$ cat src/rtl/alu_operand_collector.sv
`default_nettype none
// ============================================================================
// Module   : alu_operand_collector
// Purpose  : Upstream feeder for the ALU core. Collects OPA/OPB beats (joint
//            or split) into complete operations, buffers them in a small FIFO
//            and drives the registered ALU input bus at most one operation per
//            clock-enabled cycle. A half-collected operation that does not
//            complete within TIMEOUT enabled cycles is issued as a partial
//            operation so the ALU raises ERR.
// Ports    : clk, RST (sync, active low), CE (shared clock enable)
//            in_valid/in_ready/in_sel/in_opa/in_opb/in_cin/in_mode/in_cmd :
//              upstream beat stream
//            OPA/OPB/Cin/mode/CMD/inp_valid : registered ALU input bus
//            fifo_count, pending, timeout_pulse : status
// Revision : 1.0 - initial release
// ============================================================================
module alu_operand_collector #(
  parameter int W       = 8,
  parameter int N       = 4,
  parameter int DEPTH   = 4,
  parameter int TIMEOUT = 16
) (
  input  logic                       clk,
  input  logic                       RST,
  input  logic                       CE,
  input  logic                       in_valid,
  output logic                       in_ready,
  input  logic [1:0]                 in_sel,
  input  logic [W-1:0]               in_opa,
  input  logic [W-1:0]               in_opb,
  input  logic                       in_cin,
  input  logic                       in_mode,
  input  logic [N-1:0]               in_cmd,
  output logic [W-1:0]               OPA,
  output logic [W-1:0]               OPB,
  output logic                       Cin,
  output logic                       mode,
  output logic [N-1:0]               CMD,
  output logic [1:0]                 inp_valid,
  output logic [$clog2(DEPTH+1)-1:0] fifo_count,
  output logic                       pending,
  output logic                       timeout_pulse
);

  localparam int c_AW = $clog2(DEPTH);
  localparam int c_CW = $clog2(DEPTH+1);
  localparam int c_TW = $clog2(TIMEOUT+1);
  localparam int c_EW = 2*W + 2 + N + 2;
  localparam logic [c_CW-1:0] c_DEPTH_CNT = c_CW'(DEPTH);
  localparam logic [c_TW-1:0] c_TIMEOUT   = c_TW'(TIMEOUT);

  typedef enum logic [1:0] {
    S_IDLE   = 2'd0,
    S_WAIT_B = 2'd1,   // OPA held, waiting for OPB
    S_WAIT_A = 2'd2    // OPB held, waiting for OPA
  } state_t;

  state_t            r_state, w_state_nxt;
  logic [c_TW-1:0]   r_cnt, w_cnt_nxt;
  logic [W-1:0]      r_hold_opr;
  logic              r_hold_cin, r_hold_mode;
  logic [N-1:0]      r_hold_cmd;

  logic [c_EW-1:0]   r_mem [DEPTH];
  logic [c_AW-1:0]   r_wptr, r_rptr;
  logic [c_CW-1:0]   r_count;

  logic [W-1:0]      r_opa, r_opb;
  logic              r_cin, r_mode, r_pulse;
  logic [N-1:0]      r_cmd;
  logic [1:0]        r_inp_valid;

  logic              w_full, w_empty, w_pop, w_ready, w_accept, w_expire;
  logic              w_push, w_pulse, w_latch;
  logic [c_EW-1:0]   w_push_data, w_partial, w_pair;
  logic [1:0]        w_match, w_same;

  assign w_full   = (r_count == c_DEPTH_CNT);
  assign w_empty  = (r_count == '0);
  assign w_pop    = CE && !w_empty;
  // A joint beat cannot be absorbed while a half is held; it is stalled so
  // the held half can be flushed first.
  assign w_ready  = RST && !w_full && !((r_state != S_IDLE) && (in_sel == 2'b11));
  assign w_accept = in_valid && w_ready;
  // Saturated counter means expiry already happened while the FIFO was full.
  assign w_expire = (r_cnt == c_TIMEOUT) || (CE && (r_cnt == c_TIMEOUT - 1'b1));

  // Operand that completes the held half, and the one that replaces it.
  assign w_match  = (r_state == S_WAIT_B) ? 2'b10 : 2'b01;
  assign w_same   = (r_state == S_WAIT_B) ? 2'b01 : 2'b10;

  assign w_partial = (r_state == S_WAIT_A)
                   ? {{W{1'b0}}, r_hold_opr, r_hold_cin, r_hold_mode, r_hold_cmd, 2'b10}
                   : {r_hold_opr, {W{1'b0}}, r_hold_cin, r_hold_mode, r_hold_cmd, 2'b01};
  // Control fields always come from the first beat of a pair.
  assign w_pair    = (r_state == S_WAIT_A)
                   ? {in_opa, r_hold_opr, r_hold_cin, r_hold_mode, r_hold_cmd, 2'b11}
                   : {r_hold_opr, in_opb, r_hold_cin, r_hold_mode, r_hold_cmd, 2'b11};

  always_comb begin
    w_state_nxt = r_state;
    w_cnt_nxt   = r_cnt;
    w_push      = 1'b0;
    w_push_data = '0;
    w_pulse     = 1'b0;
    w_latch     = 1'b0;
    case (r_state)
      S_IDLE: begin
        if (w_accept) begin
          case (in_sel)
            2'b11: begin
              w_push      = 1'b1;
              w_push_data = {in_opa, in_opb, in_cin, in_mode, in_cmd, 2'b11};
            end
            2'b01: begin
              w_latch     = 1'b1;
              w_state_nxt = S_WAIT_B;
              w_cnt_nxt   = '0;
            end
            2'b10: begin
              w_latch     = 1'b1;
              w_state_nxt = S_WAIT_A;
              w_cnt_nxt   = '0;
            end
            default: ;
          endcase
        end
      end
      S_WAIT_B, S_WAIT_A: begin
        if (w_accept && (in_sel == w_match)) begin
          w_push      = 1'b1;
          w_push_data = w_pair;
          w_state_nxt = S_IDLE;
          w_cnt_nxt   = '0;
        end else if (w_accept && (in_sel == w_same)) begin
          // Flush the old half and start over with the new beat.
          w_push      = 1'b1;
          w_push_data = w_partial;
          w_pulse     = 1'b1;
          w_latch     = 1'b1;
          w_cnt_nxt   = '0;
        end else if (((in_valid && (in_sel == 2'b11)) || w_expire) && !w_full) begin
          w_push      = 1'b1;
          w_push_data = w_partial;
          w_pulse     = 1'b1;
          w_state_nxt = S_IDLE;
          w_cnt_nxt   = '0;
        end else if (w_expire) begin
          w_cnt_nxt   = c_TIMEOUT;
        end else if (CE) begin
          w_cnt_nxt   = r_cnt + 1'b1;
        end
      end
      default: w_state_nxt = S_IDLE;
    endcase
  end

  // FIFO storage carries no reset; occupancy is tracked by the pointers.
  always_ff @(posedge clk) begin
    if (w_push) r_mem[r_wptr] <= w_push_data;
  end

  always_ff @(posedge clk) begin
    if (!RST) begin
      r_state     <= S_IDLE;
      r_cnt       <= '0;
      r_hold_opr  <= '0;
      r_hold_cin  <= 1'b0;
      r_hold_mode <= 1'b0;
      r_hold_cmd  <= '0;
      r_wptr      <= '0;
      r_rptr      <= '0;
      r_count     <= '0;
      r_opa       <= '0;
      r_opb       <= '0;
      r_cin       <= 1'b0;
      r_mode      <= 1'b0;
      r_cmd       <= '0;
      r_inp_valid <= 2'b00;
      r_pulse     <= 1'b0;
    end else begin
      r_state <= w_state_nxt;
      r_cnt   <= w_cnt_nxt;
      r_pulse <= w_pulse;
      if (w_latch) begin
        r_hold_opr  <= (in_sel == 2'b01) ? in_opa : in_opb;
        r_hold_cin  <= in_cin;
        r_hold_mode <= in_mode;
        r_hold_cmd  <= in_cmd;
      end
      if (w_push) r_wptr <= r_wptr + 1'b1;
      if (w_pop)  r_rptr <= r_rptr + 1'b1;
      case ({w_push, w_pop})
        2'b10:   r_count <= r_count + 1'b1;
        2'b01:   r_count <= r_count - 1'b1;
        default: ;
      endcase
      if (CE) begin
        if (!w_empty) {r_opa, r_opb, r_cin, r_mode, r_cmd, r_inp_valid} <= r_mem[r_rptr];
        else          r_inp_valid <= 2'b00;
      end
    end
  end

  assign in_ready      = w_ready;
  assign OPA           = r_opa;
  assign OPB           = r_opb;
  assign Cin           = r_cin;
  assign mode          = r_mode;
  assign CMD           = r_cmd;
  assign inp_valid     = r_inp_valid;
  assign fifo_count    = r_count;
  assign pending       = (r_state != S_IDLE);
  assign timeout_pulse = r_pulse;

endmodule
`default_nettype wire

$ cat config.mk
export PLATFORM = sky130hd
export DESIGN_NAME = alu_operand_collector
export DESIGN_NICKNAME = d
export VERILOG_FILES = /design/src/rtl/alu_operand_collector.sv
export SDC_FILE = /design/constraint.sdc
export NUM_CORES = 1
export LEC_CHECK = 0
export CORE_ASPECT_RATIO = 1.4
export CORE_MARGIN = 3
export CORE_UTILIZATION = 54
export CTS_CLUSTER_SIZE = 20
export DETAILED_ROUTE_END_ITERATION = 10
export PLACE_DENSITY = 0.73
export REMOVE_ABC_BUFFERS = 1
export SYNTH_ARGS = -nofsm -noshare
export SYNTH_HDL_FRONTEND = slang
export SYNTH_SLANG_ARGS = --single-unit
$ cat constraint.sdc
create_clock -name clk -period 5.3 [get_ports clk]
set_clock_uncertainty 0.05 [all_clocks]
set_input_delay 1.06 -clock clk [delete_from_list [all_inputs] [get_ports clk]]
set_output_delay 1.06 -clock clk [all_outputs]
set_load 0.1 [all_outputs]
==> run_results.csv <==
group,metric,value,unit
power,irDropWorstVdd,0.3004,mV
power,p_switching,1297,uW
die,die_w,97.88,um
clocking,cts_made_buffers,17,
synth,ys_top_cells_by_count,"edfxtp_1 (96), nand2_1 (56), dfxtp_1 (55)",
synth,synth_area_per_cell,13.84,um^2
drt,wl_per_cell,19.75,um
worst_setup_path,worstPathArrival,4140,ps
run_status,status,"complete, no violations",
drt,viasPerCell,5.852,
drt,drt-initial-drc-count,206,
clocking,cts_sinks,151,
timing,fin_tns_setup,0,ps
clocking,clk_latency,410,ps
die,die_y,134.6,um
die,start_util,55.72,%
worst_setup_path,start_kind,"input port",
timing,drv_slew,0,
power,switching_share,34.76,%
worst_setup_path,max_stage_delay,530,ps
power,seqPwrFrac,38.7,%
synth,synth-warning-count,0,
drt,num_vias,3991,
worst_setup_path,r2r_slack,2200,ps
cells_and_area,diodes,0,
clocking,ctsResizeCount,0,
drt,drc,0,
grt,grt_pass1_vias,4180,
synth,synth_area_leaders,"edfxtp_1 (45%), dfxtp_1 (17%), mux4_2 (8.5%), nand2_1 (3.3%), a22o_1 (3.0%)",
synth,ys_types,52,
timing,finalSetupViolCount,0,
synth,synth_edf_count,96,
worst_setup_path,crit_path_top_delay_cell,"clkdlybuf4s50_1",
cells_and_area,design_area,7677,um^2
synth,syn_area,6382,um^2
synth,yosysMostFrequentCell,"edfxtp_1",
worst_setup_path,required,5570,ps
power,power_frac_clock,31.3,%
grt,grt_max_degree,50,
timing,tightest_slew,1295,ps
die,io_pins,58,
timing,slew_headroom,13.57,%
clocking,htreeDepth,4,
synth,synth_ff_type,"edfxtp_1",
grt,grt_usage,21.17,%
cells_and_area,fillers,811,
synth,yosysSeqAreaShare,62.42,%
grt,grt_remaining_overflow,0,
worst_setup_path,crit-reg2reg-launch,"r_cnt[0]",
hold_path,min_path_type,"flop to flop",
power,p_leak,0.002547,uW
worst_setup_path,crit_type,"input port to flop",
timing,min_period_over_period,72.99,%
timing,fin_crit,3869,ps
drt,wl,13.47,mm
synth,ys_seq_elements,151,
worst_setup_path,reg2reg_depth,14,
clocking,path_clk_slew,60,ps
clocking,root_buffer,"clkbuf_16",
die,fp.dieArea,13180,um^2
power,combPwrFrac,30.0,%
worst_setup_path,crit_path_max_fanout,8,
power,p_int,2435,uW
synth,synth_top_cell_by_area,"edfxtp_1",
cells_and_area,drive_above_1_share,15.99,%
power,p_per_area,486.1,nW/um^2
timing,rsz0062_at_grt,"false",
worst_setup_path,end_kind,"flop",
synth,async_flop_share,0,%
drt,firstDrtPassIters,5,
cells_and_area,multi_input_area,2233,um^2
clocking,tritoncts,"done",
die,rows,46,
worst_setup_path,r2r_end,"fifo_count[2]",
cells_and_area,regArea,3984,um^2
synth,synth_cells,461,
worst_setup_path,endpoint,"fifo_count[2]",
die,core_area,11450,um^2
timing,final_hold_viol_count,0,
worst_setup_path,crit_start,"in_sel[0]",
placement,io_buffers,57,
clocking,clockBufferDepth,2,
synth,synth.top_cell.area_share,45.17,%
flow_run,maxCapViolations,0,
drt,antenna_left,0,
worst_setup_path,cp_common_cell,"ha_1",
clocking,cts_setup_buffers,0,
placement,place.gp.congestion,0.9083,
cells_and_area,syn2layout_area_growth,20.29,%
worst_setup_path,path_cells,"clkdlybuf4s50_1, ha_1, nor2b_1, nor3_1, nand2_1, a211oi_4, inv_2, ha_1, inv_1, fa_1, xor2_1, or3_1, a21oi_1",
placement,dpl.hpwl,8.606,mm
grt,antenna_found_initial,0,
placement,postPlaceCellArea,7101,um^2
grt,grt_pass1_wl,21.34,mm
cells_and_area,nets,569,
clocking,holdBufCountCts,0,
timing,fmax,0.2585,GHz
## logic make-up after synthesis
group | Yosys count | share of synthesized area [%]
compound gates | 85 | 10.23
xor+xnor | 5 | 0.6863
flops | 151 | 62.42
mux | 42 | 11.49
simple gates | 123 | 9.116
fa+ha+maj | 16 | 3.254
buf+inv | 39 | 2.804
## sequential cells by signal (all words and copies together) (netlist names), named ones only
register	flops
fifo_count	3
r_hold_opr	8
Cin	1
CMD	4
mode	1
r_wptr	2
timeout_pulse	1
r_state	2
r_hold_cmd	4
OPB	8
r_hold_cin	1
OPA	8
r_hold_mode	1
r_mem	96
inp_valid	2
r_rptr	2
r_cnt	5
## layout make-up
type,instances,area share (%)
Multi-Input combinational cell,271,29.09
Inverter,18,0.8801
Clock buffer,18,5.590
Clock inverter,14,1.923
Tap cell,144,2.347
Sequential cell,151,51.89
Timing Repair Buffer,66,8.279
## cell usage in the layout, fill, tap and decap left out, drive strengths merged, types with 2 or more instances in the layout
cell type / Yosys / final
ha: 15 / 15
xor2: 3 / 3
nand2b: 4 / 4
a21oi: 32 / 32
clkdlybuf4s50: 0 / 56
o31ai: 2 / 2
inv: 18 / 23
nor3: 3 / 3
xnor2: 2 / 2
a22o: 22 / 22
a31oi: 4 / 4
nand3: 10 / 10
nor2b: 4 / 4
dfxtp: 55 / 55
nor2: 29 / 29
nand2: 56 / 56
and2: 7 / 7
mux2i: 18 / 18
or3b: 2 / 2
a211oi: 9 / 9
a21o: 2 / 2
o21ai: 7 / 7
mux4: 24 / 24
clkbuf: 11 / 18
bufinv: 0 / 2
edfxtp: 96 / 96
clkinv: 0 / 6
buf: 9 / 10
## stage by stage
step / hold slack, ps / setup slack, ps / total power, uW / instances / util [%]
finish: 402.9 / 1431 / 3732 / 682 / 67.03
floorplan: 399.8 / 442.1 / 2291 / 440 / -
global route: 420.1 / 1231 / 3884 / 682 / 67.03
global placement: 390.6 / 1225 / 2569 / 650 / 61.99
CTS: 404.1 / 1459 / 3759 / 682 / 67.03
detailed placement: 395.7 / 1051 / 2592 / 650 / 61.99
## metal layers
metal / global-route usage, % / part of all wire, % / wire (um)
met1: 23.78 / 39 / 5264
met2: 39.13 / 55 / 7366
met3: 4.858 / 4.3 / 574
met4: 7.544 / 2.0 / 264
met5: 0 / 0 / 0
## how the worst min path moves through the flow
stage	start	endpoint	depth (start not counted)	slack [ps]
6_report	CMD[3]	CMD[3]	2	400
5_1_grt	OPA[1]	OPA[1]	2	420
4_1_cts	CMD[3]	CMD[3]	2	400
3_5_place_dp	CMD[3]	CMD[3]	2	400
3_3_place_gp	Cin	Cin	2	390
2_1_floorplan	r_cnt[4]	r_cnt[4]	2	400
## power by group through the flow
| stage | Sequential [uW] | Clock [uW] | Combinational [uW] |
|---|---|---|---|
| after floorplan | 1760 | 0 | 535 |
| after global placement | 1460 | 0 | 1110 |
| after detailed placement | 1470 | 0 | 1130 |
| after CTS | 1440 | 1190 | 1130 |
| after global routing | 1450 | 1240 | 1190 |
| final | 1440 | 1170 | 1120 |
## critical path, delay by kind of cell
family	cells	cell delay [ps]
adder cells (fa/ha/maj)	3	730
AND/OR/NAND/NOR	4	1010
buffers and inverters	3	690
AO/OA/AOI/OAI	2	580
XOR/XNOR	1	80
(Power assumes the default switching activity.)
